==> config.mk <==
export PLATFORM = sky130hd
export DESIGN_NAME = alu_op_sequencer
export DESIGN_NICKNAME = d
export VERILOG_FILES = /design/src/rtl/alu_seq_pkg.sv /design/src/rtl/alu_seq_fifo.sv /design/src/rtl/alu_op_sequencer.sv
export SDC_FILE = /design/constraint.sdc
export NUM_CORES = 1
export LEC_CHECK = 0
export CORE_ASPECT_RATIO = 0.9
export CORE_MARGIN = 5
export CORE_UTILIZATION = 45
export DETAILED_ROUTE_END_ITERATION = 8
export HOLD_SLACK_MARGIN = 0.08
export MAX_ROUTING_LAYER = met4
export PLACE_DENSITY = 0.75
export SYNTH_ARGS = -nofsm -noshare
export SYNTH_HDL_FRONTEND = slang
export SYNTH_HIERARCHICAL = 1
export SYNTH_SLANG_ARGS = --single-unit
==> constraint.sdc <==
create_clock -name clk -period 2.09 [get_ports clk]
set_input_delay 0.418 -clock clk [delete_from_list [all_inputs] [get_ports clk]]
set_output_delay 0.418 -clock clk [all_outputs]
set_load 0.005 [all_outputs]
==> src/rtl/alu_seq_pkg.sv <==
// Shared types and constants for the ALU operation sequencer.
package alu_seq_pkg;

  localparam logic [1:0] OP_ADD = 2'b00;
  localparam logic [1:0] OP_MUL = 2'b01;
  localparam logic [1:0] OP_XOR = 2'b10;
  localparam logic [1:0] OP_SHL = 2'b11;

  typedef enum logic [1:0] {
    StIdle,
    StIssue,
    StResp
  } seq_state_e;

  // Tag width is a module parameter, so the tag is stored alongside this record.
  typedef struct packed {
    logic [1:0] op;
    logic [7:0] a;
    logic [7:0] b;
  } alu_cmd_t;

endpackage

==> src/rtl/alu_seq_fifo.sv <==
// Synchronous first-word-fall-through FIFO with full/empty flags.
module alu_seq_fifo #(
  parameter int unsigned Width = 8,
  parameter int unsigned Depth = 2
) (
  input  logic             clk,
  input  logic             rst_n,
  input  logic             push_i,
  input  logic [Width-1:0] wdata_i,
  input  logic             pop_i,
  output logic [Width-1:0] rdata_o,
  output logic             full_o,
  output logic             empty_o
);

  localparam int unsigned PtrW = (Depth > 1) ? $clog2(Depth) : 1;
  localparam logic [PtrW:0] DepthCnt = Depth[PtrW:0];

  logic [Width-1:0] mem_q [Depth];
  logic [PtrW-1:0]  wr_ptr_q, rd_ptr_q;
  logic [PtrW:0]    count_q;
  logic             push_ok, pop_ok;

  assign full_o  = (count_q == DepthCnt);
  assign empty_o = (count_q == '0);
  assign push_ok = push_i & ~full_o;
  assign pop_ok  = pop_i & ~empty_o;
  assign rdata_o = mem_q[rd_ptr_q];

  always_ff @(posedge clk) begin
    if (push_ok) begin
      mem_q[wr_ptr_q] <= wdata_i;
    end
  end

  // Depth is a power of two, so pointers wrap naturally.
  always_ff @(posedge clk or negedge rst_n) begin
    if (!rst_n) begin
      wr_ptr_q <= '0;
      rd_ptr_q <= '0;
      count_q  <= '0;
    end else begin
      if (push_ok) wr_ptr_q <= wr_ptr_q + PtrW'(1);
      if (pop_ok)  rd_ptr_q <= rd_ptr_q + PtrW'(1);
      case ({push_ok, pop_ok})
        2'b10:   count_q <= count_q + (PtrW + 1)'(1);
        2'b01:   count_q <= count_q - (PtrW + 1)'(1);
        default: count_q <= count_q;
      endcase
    end
  end

endmodule

==> src/rtl/alu_op_sequencer.sv <==
// Buffers tagged ALU commands, drives a combinational ALU from registers and returns
// results in order. Define ALU_SEQ_STATS_EN to add the 16-bit op_count_o response counter.
module alu_op_sequencer
  import alu_seq_pkg::*;
#(
  parameter int unsigned TagW      = 4,
  parameter int unsigned FifoDepth = 2
) (
  input  logic            clk,
  input  logic            rst_n,
  input  logic            cmd_valid_i,
  output logic            cmd_ready_o,
  input  logic [1:0]      cmd_op_i,
  input  logic [7:0]      cmd_a_i,
  input  logic [7:0]      cmd_b_i,
  input  logic [TagW-1:0] cmd_tag_i,
  output logic [7:0]      alu_a_o,
  output logic [7:0]      alu_b_o,
  output logic [1:0]      alu_sel_o,
  input  logic [7:0]      alu_out_i,
  input  logic            alu_carry_i,
  input  logic            alu_zero_i,
  output logic            rsp_valid_o,
  input  logic            rsp_ready_i,
  output logic [7:0]      rsp_data_o,
  output logic            rsp_carry_o,
  output logic            rsp_zero_o,
  output logic [TagW-1:0] rsp_tag_o,
  output logic            busy_o
`ifdef ALU_SEQ_STATS_EN
  ,
  output logic [15:0]     op_count_o
`endif
);

  localparam int unsigned CmdW = $bits(alu_cmd_t) + TagW;

  seq_state_e      state_q;
  logic [7:0]      alu_a_q, alu_b_q;
  logic [1:0]      alu_sel_q;
  logic [TagW-1:0] tag_q;
  logic            rsp_valid_q, rsp_carry_q, rsp_zero_q;
  logic [7:0]      rsp_data_q;
  logic [TagW-1:0] rsp_tag_q;

  logic [CmdW-1:0] fifo_wdata, fifo_rdata;
  logic            fifo_full, fifo_empty;
  alu_cmd_t        head_cmd;
  logic [TagW-1:0] head_tag;
  logic            pop;

  assign fifo_wdata           = {cmd_tag_i, cmd_op_i, cmd_a_i, cmd_b_i};
  assign {head_tag, head_cmd} = fifo_rdata;

  alu_seq_fifo #(
    .Width (CmdW),
    .Depth (FifoDepth)
  ) u_fifo (
    .clk     (clk),
    .rst_n   (rst_n),
    .push_i  (cmd_valid_i),
    .wdata_i (fifo_wdata),
    .pop_i   (pop),
    .rdata_o (fifo_rdata),
    .full_o  (fifo_full),
    .empty_o (fifo_empty)
  );

  // Pop either from idle or when the current response is consumed.
  assign pop = ~fifo_empty &
               ((state_q == StIdle) | ((state_q == StResp) & rsp_ready_i));

  always_ff @(posedge clk or negedge rst_n) begin
    if (!rst_n) begin
      state_q     <= StIdle;
      alu_a_q     <= '0;
      alu_b_q     <= '0;
      alu_sel_q   <= '0;
      tag_q       <= '0;
      rsp_valid_q <= 1'b0;
      rsp_data_q  <= '0;
      rsp_carry_q <= 1'b0;
      rsp_zero_q  <= 1'b0;
      rsp_tag_q   <= '0;
    end else begin
      if (pop) begin
        alu_a_q   <= head_cmd.a;
        alu_b_q   <= head_cmd.b;
        alu_sel_q <= head_cmd.op;
        tag_q     <= head_tag;
      end
      case (state_q)
        StIdle: begin
          if (pop) state_q <= StIssue;
        end
        StIssue: begin
          rsp_data_q  <= alu_out_i;
          rsp_zero_q  <= alu_zero_i;
          rsp_carry_q <= alu_carry_i & (alu_sel_q == OP_ADD);
          rsp_tag_q   <= tag_q;
          rsp_valid_q <= 1'b1;
          state_q     <= StResp;
        end
        StResp: begin
          if (rsp_ready_i) begin
            rsp_valid_q <= 1'b0;
            state_q     <= pop ? StIssue : StIdle;
          end
        end
        default: state_q <= StIdle;
      endcase
    end
  end

`ifdef ALU_SEQ_STATS_EN
  logic [15:0] op_count_q;

  always_ff @(posedge clk or negedge rst_n) begin
    if (!rst_n) begin
      op_count_q <= '0;
    end else if (rsp_valid_q && rsp_ready_i) begin
      op_count_q <= op_count_q + 16'd1;
    end
  end

  assign op_count_o = op_count_q;
`endif

  assign cmd_ready_o = ~fifo_full;
  assign alu_a_o     = alu_a_q;
  assign alu_b_o     = alu_b_q;
  assign alu_sel_o   = alu_sel_q;
  assign rsp_valid_o = rsp_valid_q;
  assign rsp_data_o  = rsp_data_q;
  assign rsp_carry_o = rsp_carry_q;
  assign rsp_zero_o  = rsp_zero_q;
  assign rsp_tag_o   = rsp_tag_q;
  assign busy_o      = (state_q != StIdle) | ~fifo_empty;

endmodule

# After elaboration in Yosys (flattened, before gate mapping)
# Memory sizes are Yosys's and may differ from the RTL's. A register that Yosys moved wholly into a read port is not among the register bits.
# Cells that the tools add are included.
[totals] reg_bits=21 memories=1 ramBits=44 output_inout_bits=35 wordCells=48
[memory_table] name="u_fifo.mem_q" words=2 word_bits=22 read_ports=1 rd_clocked_by_memory_dff=1 wr=1 line_no="alu_seq_fifo.sv:19" source="logic [Width-1:0] mem_q [Depth];"
[op_classes] n_reduce_logical=9 addsub=4 n_bitwise=9 mux=9 eq_ne=7
[op_table] cell="== test 2 bit (second input constant)" count=3
[op_table] cell="zero test 2 bit" count=3
[op_table] cell="one-hot mux 2 bit (3 select lines)" count=1
[op_table] cell="nonzero test 2 bit" count=3
[op_table] cell="AND 1 bit" count=5
[op_table] cell="== test 2 x 1 -> 1 bit (second input constant)" count=2
[op_table] cell="two-way mux 1 bit" count=4
[op_table] cell="two-way mux 2 bit" count=2
[op_table] cell="!= test 2 bit (second input constant)" count=2
[op_table] cell="one-hot mux 2 bit (2 select lines)" count=1
[op_table] cell="AND reduction 2 bit" count=2
[op_table] cell="adder 1 bit (second input constant)" count=2
[op_table] cell="adder 2 x 1 -> 2 bit (second input constant)" count=1
[op_table] cell="NOT 1 bit" count=2
[op_table] cell="OR 1 bit" count=2
[op_table] cell="one-hot mux 1 bit (2 select lines)" count=1
[op_table] cell="subtractor 2 x 1 -> 2 bit (second input constant)" count=1
[op_table] cell="zero test 1 bit" count=1

# Logic depth before layout (Yosys ltp)
# Gate-level depths: netlist of run 1.
[logic_depth] word_depth=7 mapped_depth=8

# By module
# The synthesis of run 1 kept the hierarchy.
[by_module_without_submodules] module="alu_seq_fifo" cells_per_inst=86 seq_area_each_um2=1421.4 instances=1 area_each_um2=1788.0
[by_module_without_submodules] module="alu_op_sequencer" cells_per_inst=120 seq_area_each_um2=975.9 instances=1 area_each_um2=1503.9

# Worst setup path before layout of run 1
# Ideal clock, no wire load.
[synth_timing] kind="reg2reg" from="reg u_fifo.count_q[0]" to="mem u_fifo/mem_q[0][0] (netlist name) (enable)" stages_incl_launch_ff=4 arrival_ps=1579 required_time_ps=1689 path_buffers=0 synth_period_minus_slack_ps=1980 slack_ps=110 setup_time_ps=401 path_cell_list="dfrtp_1 nand2b_1 nand2_1 nor2_1"
[synth_between] elab_chain_len=5
[synth_rtl] element="start: declaration" line_no="alu_seq_fifo.sv:21" source="logic [PtrW:0] count_q;"
[synth_rtl] element="start signal: assignment" line_no="alu_seq_fifo.sv:46" source="2'b10: count_q <= count_q + (PtrW + 1)'(1);"
[synth_rtl] element="start signal: assignment" line_no="alu_seq_fifo.sv:47" source="2'b01: count_q <= count_q - (PtrW + 1)'(1);"
[synth_rtl] element="start signal: assignment" line_no="alu_seq_fifo.sv:48" source="default: count_q <= count_q;"
[synth_rtl] element="== test 2 bit" line_no="alu_seq_fifo.sv:24" source="assign full_o = (count_q == DepthCnt);"
[synth_rtl] element="NOT 1 bit" line_no="alu_seq_fifo.sv:26" source="assign push_ok = push_i & ~full_o;"
[synth_rtl] element="AND 1 bit" line_no="alu_seq_fifo.sv:26"
[synth_rtl] element="two-way mux 1 bit" line_no="alu_seq_fifo.sv:31" source="if (push_ok) begin"
[synth_rtl] element="two-way mux 1 bit (not written as such)" line_no="alu_seq_fifo.sv:32" source="mem_q[wr_ptr_q] <= wdata_i;"
[synth_rtl] element="end: declaration" line_no="alu_seq_fifo.sv:19"
# No other way between the ends.

# Worst setup path after layout of run 1
[layout_timing] from="reg u_fifo.count_q[0]" to="out cmd_ready_o"
[layout_between] elab_chain_len=2
[layout_rtl] element="== test 2 bit" line_no="alu_seq_fifo.sv:24"
[layout_rtl] element="named net fifo_full" line_no="alu_op_sequencer.sv:47" source="logic fifo_full, fifo_empty;"
[layout_rtl] element="NOT 1 bit" line_no="alu_op_sequencer.sv:129" source="assign cmd_ready_o = ~fifo_full;"
[layout_rtl] element="end: declaration" line_no="alu_op_sequencer.sv:12" source="output logic cmd_ready_o,"
# The timed path passes the listed nets, and every way through them passes these cells.

==> results of run 1 <==
==> cells in the final DEF (no fill, tap or decap), types with 2 or more instances in the layout <==
| cell type | Yosys | routed |
|---|---|---|
| sky130_fd_sc_hd__a21oi_1 | 2 | 2 |
| sky130_fd_sc_hd__buf_4 | 0 | 11 |
| sky130_fd_sc_hd__clkbuf_1 | 1 | 2 |
| sky130_fd_sc_hd__clkbuf_16 | 0 | 2 |
| sky130_fd_sc_hd__clkbuf_8 | 0 | 9 |
| sky130_fd_sc_hd__clkdlybuf4s50_1 | 0 | 69 |
| sky130_fd_sc_hd__clkinv_4 | 0 | 2 |
| sky130_fd_sc_hd__dfrtp_1 | 43 | 43 |
| sky130_fd_sc_hd__edfxtp_1 | 44 | 44 |
| sky130_fd_sc_hd__inv_1 | 3 | 3 |
| sky130_fd_sc_hd__mux2_2 | 44 | 44 |
| sky130_fd_sc_hd__nand2_1 | 42 | 42 |
| sky130_fd_sc_hd__nand2b_1 | 2 | 2 |
| sky130_fd_sc_hd__nor2_1 | 4 | 3 |
| sky130_fd_sc_hd__xnor2_1 | 3 | 3 |
| sky130_fd_sc_hd__xor2_1 | 2 | 2 |
==> synthesized netlist by cell type (2+ instances only) <==
library cell | instances | area, um2
sky130_fd_sc_hd__a21oi_1 | 2 | 10.0
sky130_fd_sc_hd__xnor2_1 | 3 | 26.3
sky130_fd_sc_hd__nand2b_1 | 2 | 12.5
sky130_fd_sc_hd__nor2_1 | 4 | 15.0
sky130_fd_sc_hd__buf_6 | 4 | 45.0
sky130_fd_sc_hd__edfxtp_1 | 44 | 1320
sky130_fd_sc_hd__inv_1 | 3 | 11.3
sky130_fd_sc_hd__mux2_2 | 44 | 495
sky130_fd_sc_hd__xor2_1 | 2 | 17.5
sky130_fd_sc_hd__dfrtp_1 | 43 | 1080
sky130_fd_sc_hd__buf_2 | 2 | 10.0
sky130_fd_sc_hd__nand2_1 | 42 | 158
==> path summary, 6_finish.rpt <==
path | from | to | slack [ns] | cells after the start
max | u_fifo/count_q[0] | cmd_ready_o | 0.15 | 4
min | tag_q[0] | rsp_tag_o[0] | 0.47 | 2
max reg2reg | u_fifo/count_q[0] | u_fifo/count_q[1] | 0.45 | 7
min reg2reg | tag_q[0] | rsp_tag_o[0] | 0.47 | 2
max in group asynchronous | rst_n | alu_b_o[5] | 0.89 | 3
min in group asynchronous | rst_n | rsp_data_o[6] | 0.60 | 2
==> metrics by stage <==
step	worst slack (ns)	area, um2	hold slack [ns]	TNS, ns	cells
after CTS	0.129	4370	0.477	0	390
after global routing	0.0480	4370	0.506	0	390
after detailed placement	-0.00538	4130	0.459	-0.00538	373
after floorplan	0.110	3290	0.122	0	206
after global placement	0.0636	4130	0.449	0	373
final	0.149	4370	0.474	0	390
==> sequential cells by signal, indices dropped and copies added, names as in the netlist, 2 cells and up <==
register	cells
alu_b_o	8
tag_q	4
alu_a_o	8
alu_sel_o	2
u_fifo/mem_q	44
u_fifo/count_q	2
rsp_data_o	8
state_q	2
rsp_tag_o	4
==> layout make-up <==
| cell class | count | area, um2 | area share (%) |
|---|---|---|---|
| Tap cell | 93 | 116 | 2.66 |
| Multi-Input combinational cell | 109 | 827 | 18.9 |
| Clock inverter | 3 | 47.5 | 1.09 |
| Inverter | 3 | 11.3 | 0.258 |
| Clock buffer | 13 | 181 | 4.15 |
| Timing Repair Buffer | 82 | 788 | 18.0 |
| Sequential cell | 87 | 2400 | 54.9 |
==> per-layer routing <==
layer,global-route usage (%),up-vias,share of wire [%]
li1,-,891,-
met1,17.3,919,43
met2,23.3,47,51
met3,5.21,9,5.0
met4,5.05,0,1.2
met5,-,-,0
==> power by group <==
part,internal [uW],switching (uW)
combinational,1470,948
sequential,2470,335
clock,703,572
==> critical path, cell delays in order (launching register included) <==
cell                              delay (ns)
sky130_fd_sc_hd__dfrtp_1                0.41
sky130_fd_sc_hd__nand2b_1               0.17
sky130_fd_sc_hd__inv_1                  0.05
sky130_fd_sc_hd__inv_1                  0.05
sky130_fd_sc_hd__clkdlybuf4s50_1        0.49
==> logic make-up after synthesis <==
group | share of synthesized area (%)
XOR/XNOR | 1.33
multiplexers | 15.1
AO/OA/AOI/OAI | 0.722
adder cells (fa/ha/maj) | 0.380
flip-flops | 72.8
buffers and inverters | 2.13
AND/OR/NAND/NOR | 7.56
==> tab_implementation.tex, run 1 <==
\begin{tabular}{lr}
\hline
Metric & Value \\
\hline
\multicolumn{2}{l}{\textbf{Yosys}} \\
Async set or reset register ratio after synthesis & roughly half \\
Number of distinct library cells after synthesis & 23 \\
Total standard cell area after synthesis & about 3300 um2 \\
Prevailing post-synth register cell & sky130\_fd\_sc\_hd\_\_edfxtp\_1 \\
Number of enable flip-flop cells after synthesis & 44 \\
Number of instances in the synthesized netlist & $\sim$210 \\
Sequential share of the synthesized area & about 73\% \\
Yosys synthesis warning count & 6 \\
Nets in the synthesized netlist & between 200 and 250 \\
Register bit count reported by yosys & between 80 and 90 \\
Average size of a mapped cell & around 16 um2 \\
\multicolumn{2}{l}{\textbf{Clock network}} \\
Buffer type at the clock tree root & sky130\_fd\_sc\_hd\_\_clkbuf\_8 \\
Number of sinks handled by clock tree synthesis & 87 \\
CTS clk-pin slew, worst paths & $\sim$0.08 ns \\
Latest clock arrival within the worst-skew pair & around 0.35 ns \\
Buffer levels on the longest clock path & 2 \\
Number of buffers inserted during clock tree synthesis & 9 \\
Hold buffer count at cts & 1 \\
Post-CTS Setup Inserts & 0 \\
Number of levels the H-tree was split into & 3 \\
Total of cells resized after clock tree synthesis & 0 \\
CTS tree & done \\
\multicolumn{2}{l}{\textbf{Timing}} \\
Number of setup violations in the final report & 0 \\
Period minus WS final & around 1.9 ns \\
Post-Route Skew & approximately 0.0086 ns \\
Slew @ Worst Pin & between 0.5 and 0.6 ns \\
Top achievable clock speed & 0.515 GHz \\
Crit share post-route & 92.9\% \\
Relative slew margins & 60.0\% \\
Number of pins exceeding their max-slew limit in the final report & 0 \\
Final hold vios & 0 \\
Setup repair after global routing missed its margin & false \\
\multicolumn{2}{l}{\textbf{Layout}} \\
Share of cells above drive strength 1 & around a quarter \\
Number of filler cells placed in the layout & 545 \\
Area added between synthesis and finish & 32.7\% \\
Diodes inserted & 0 \\
Final Util & about three fifths \\
Final nets & approximately 330 \\
\multicolumn{2}{l}{\textbf{GRT}} \\
Total routing resource utilization after global routing & roughly 15\% \\
Maximum number of pins on one net before global-route repair & 27 \\
Overflow left after global routing & 0 \\
Antenna violations before repair & 0 \\
Via count of the first global-routing pass & a little over 2,000 \\
Global-route wire length before repair & roughly 9800 um \\
\multicolumn{2}{l}{\textbf{Worst setup path}} \\
Crit path launch type & flop \\
Critical path required time & roughly 1.7 ns \\
Arrival time at the worst endpoint & around 1.5 ns \\
Worst-path fanout max & 4 \\
Critical path start-end classification & flop to output port \\
Crit end category & output port \\
\multicolumn{2}{l}{\textbf{Die}} \\
Die X & $\sim$100 um \\
Placement Rows & 29 \\
Starting density of the core & around 47\% \\
Floorplan core area & 7080 um2 \\
Num ports & 71 \\
Die outline area & just over 9000 um2 \\
Vertical die dimension & 91.1 um \\
\multicolumn{2}{l}{\textbf{Detailed routing}} \\
Post-route antenna net violation count & 0 \\
Drt pass-1 iters & 4 \\
Routed wire length & between 6000 and 7000 um \\
Via total after detailed routing & $\sim$1,900 \\
Wire length per cell & approximately 16 um \\
Via-per-instance ratio & 4.78 \\
Initial DRC Count & 89 \\
Number of remaining DRC errors & 0 \\
\multicolumn{2}{l}{\textbf{Power}} \\
Maximum resistive drop on vdd & approximately 0.00082 V \\
Reported leakage power & $\sim$0.0017 uW \\
Power Density & 1490 nW/um2 \\
Total power draw & between 6000 and 7000 uW \\
\multicolumn{2}{l}{\textbf{Job}} \\
Number of max-cap violations & 0 \\
\multicolumn{2}{l}{\textbf{Placement}} \\
Weighted congestion reported at the end of routability-driven placement & around 0.75 \\
Dpl hpwl & around 4300 um \\
Port-buffer cells & 70 \\
\multicolumn{2}{l}{\textbf{Outcome}} \\
Run status & finished, final reports clean \\
\multicolumn{2}{l}{\textbf{Hold path}} \\
Worst hold path class & flop to flop \\
\hline
\end{tabular}
Note: power is estimated with default switching activity, not from simulation.
==> run 2, diff against run 1 <==
--- a/config.mk
+++ b/config.mk
@@ -5,6 +5,7 @@
 export SDC_FILE = /design/constraint.sdc
 export NUM_CORES = 1
 export LEC_CHECK = 0
+export CAP_MARGIN = 20
 export CORE_ASPECT_RATIO = 0.9
 export CORE_MARGIN = 5
 export CORE_UTILIZATION = 45
==> results of run 2 <==
The final DEF is identical to that of run 1; final timing and power are the same.
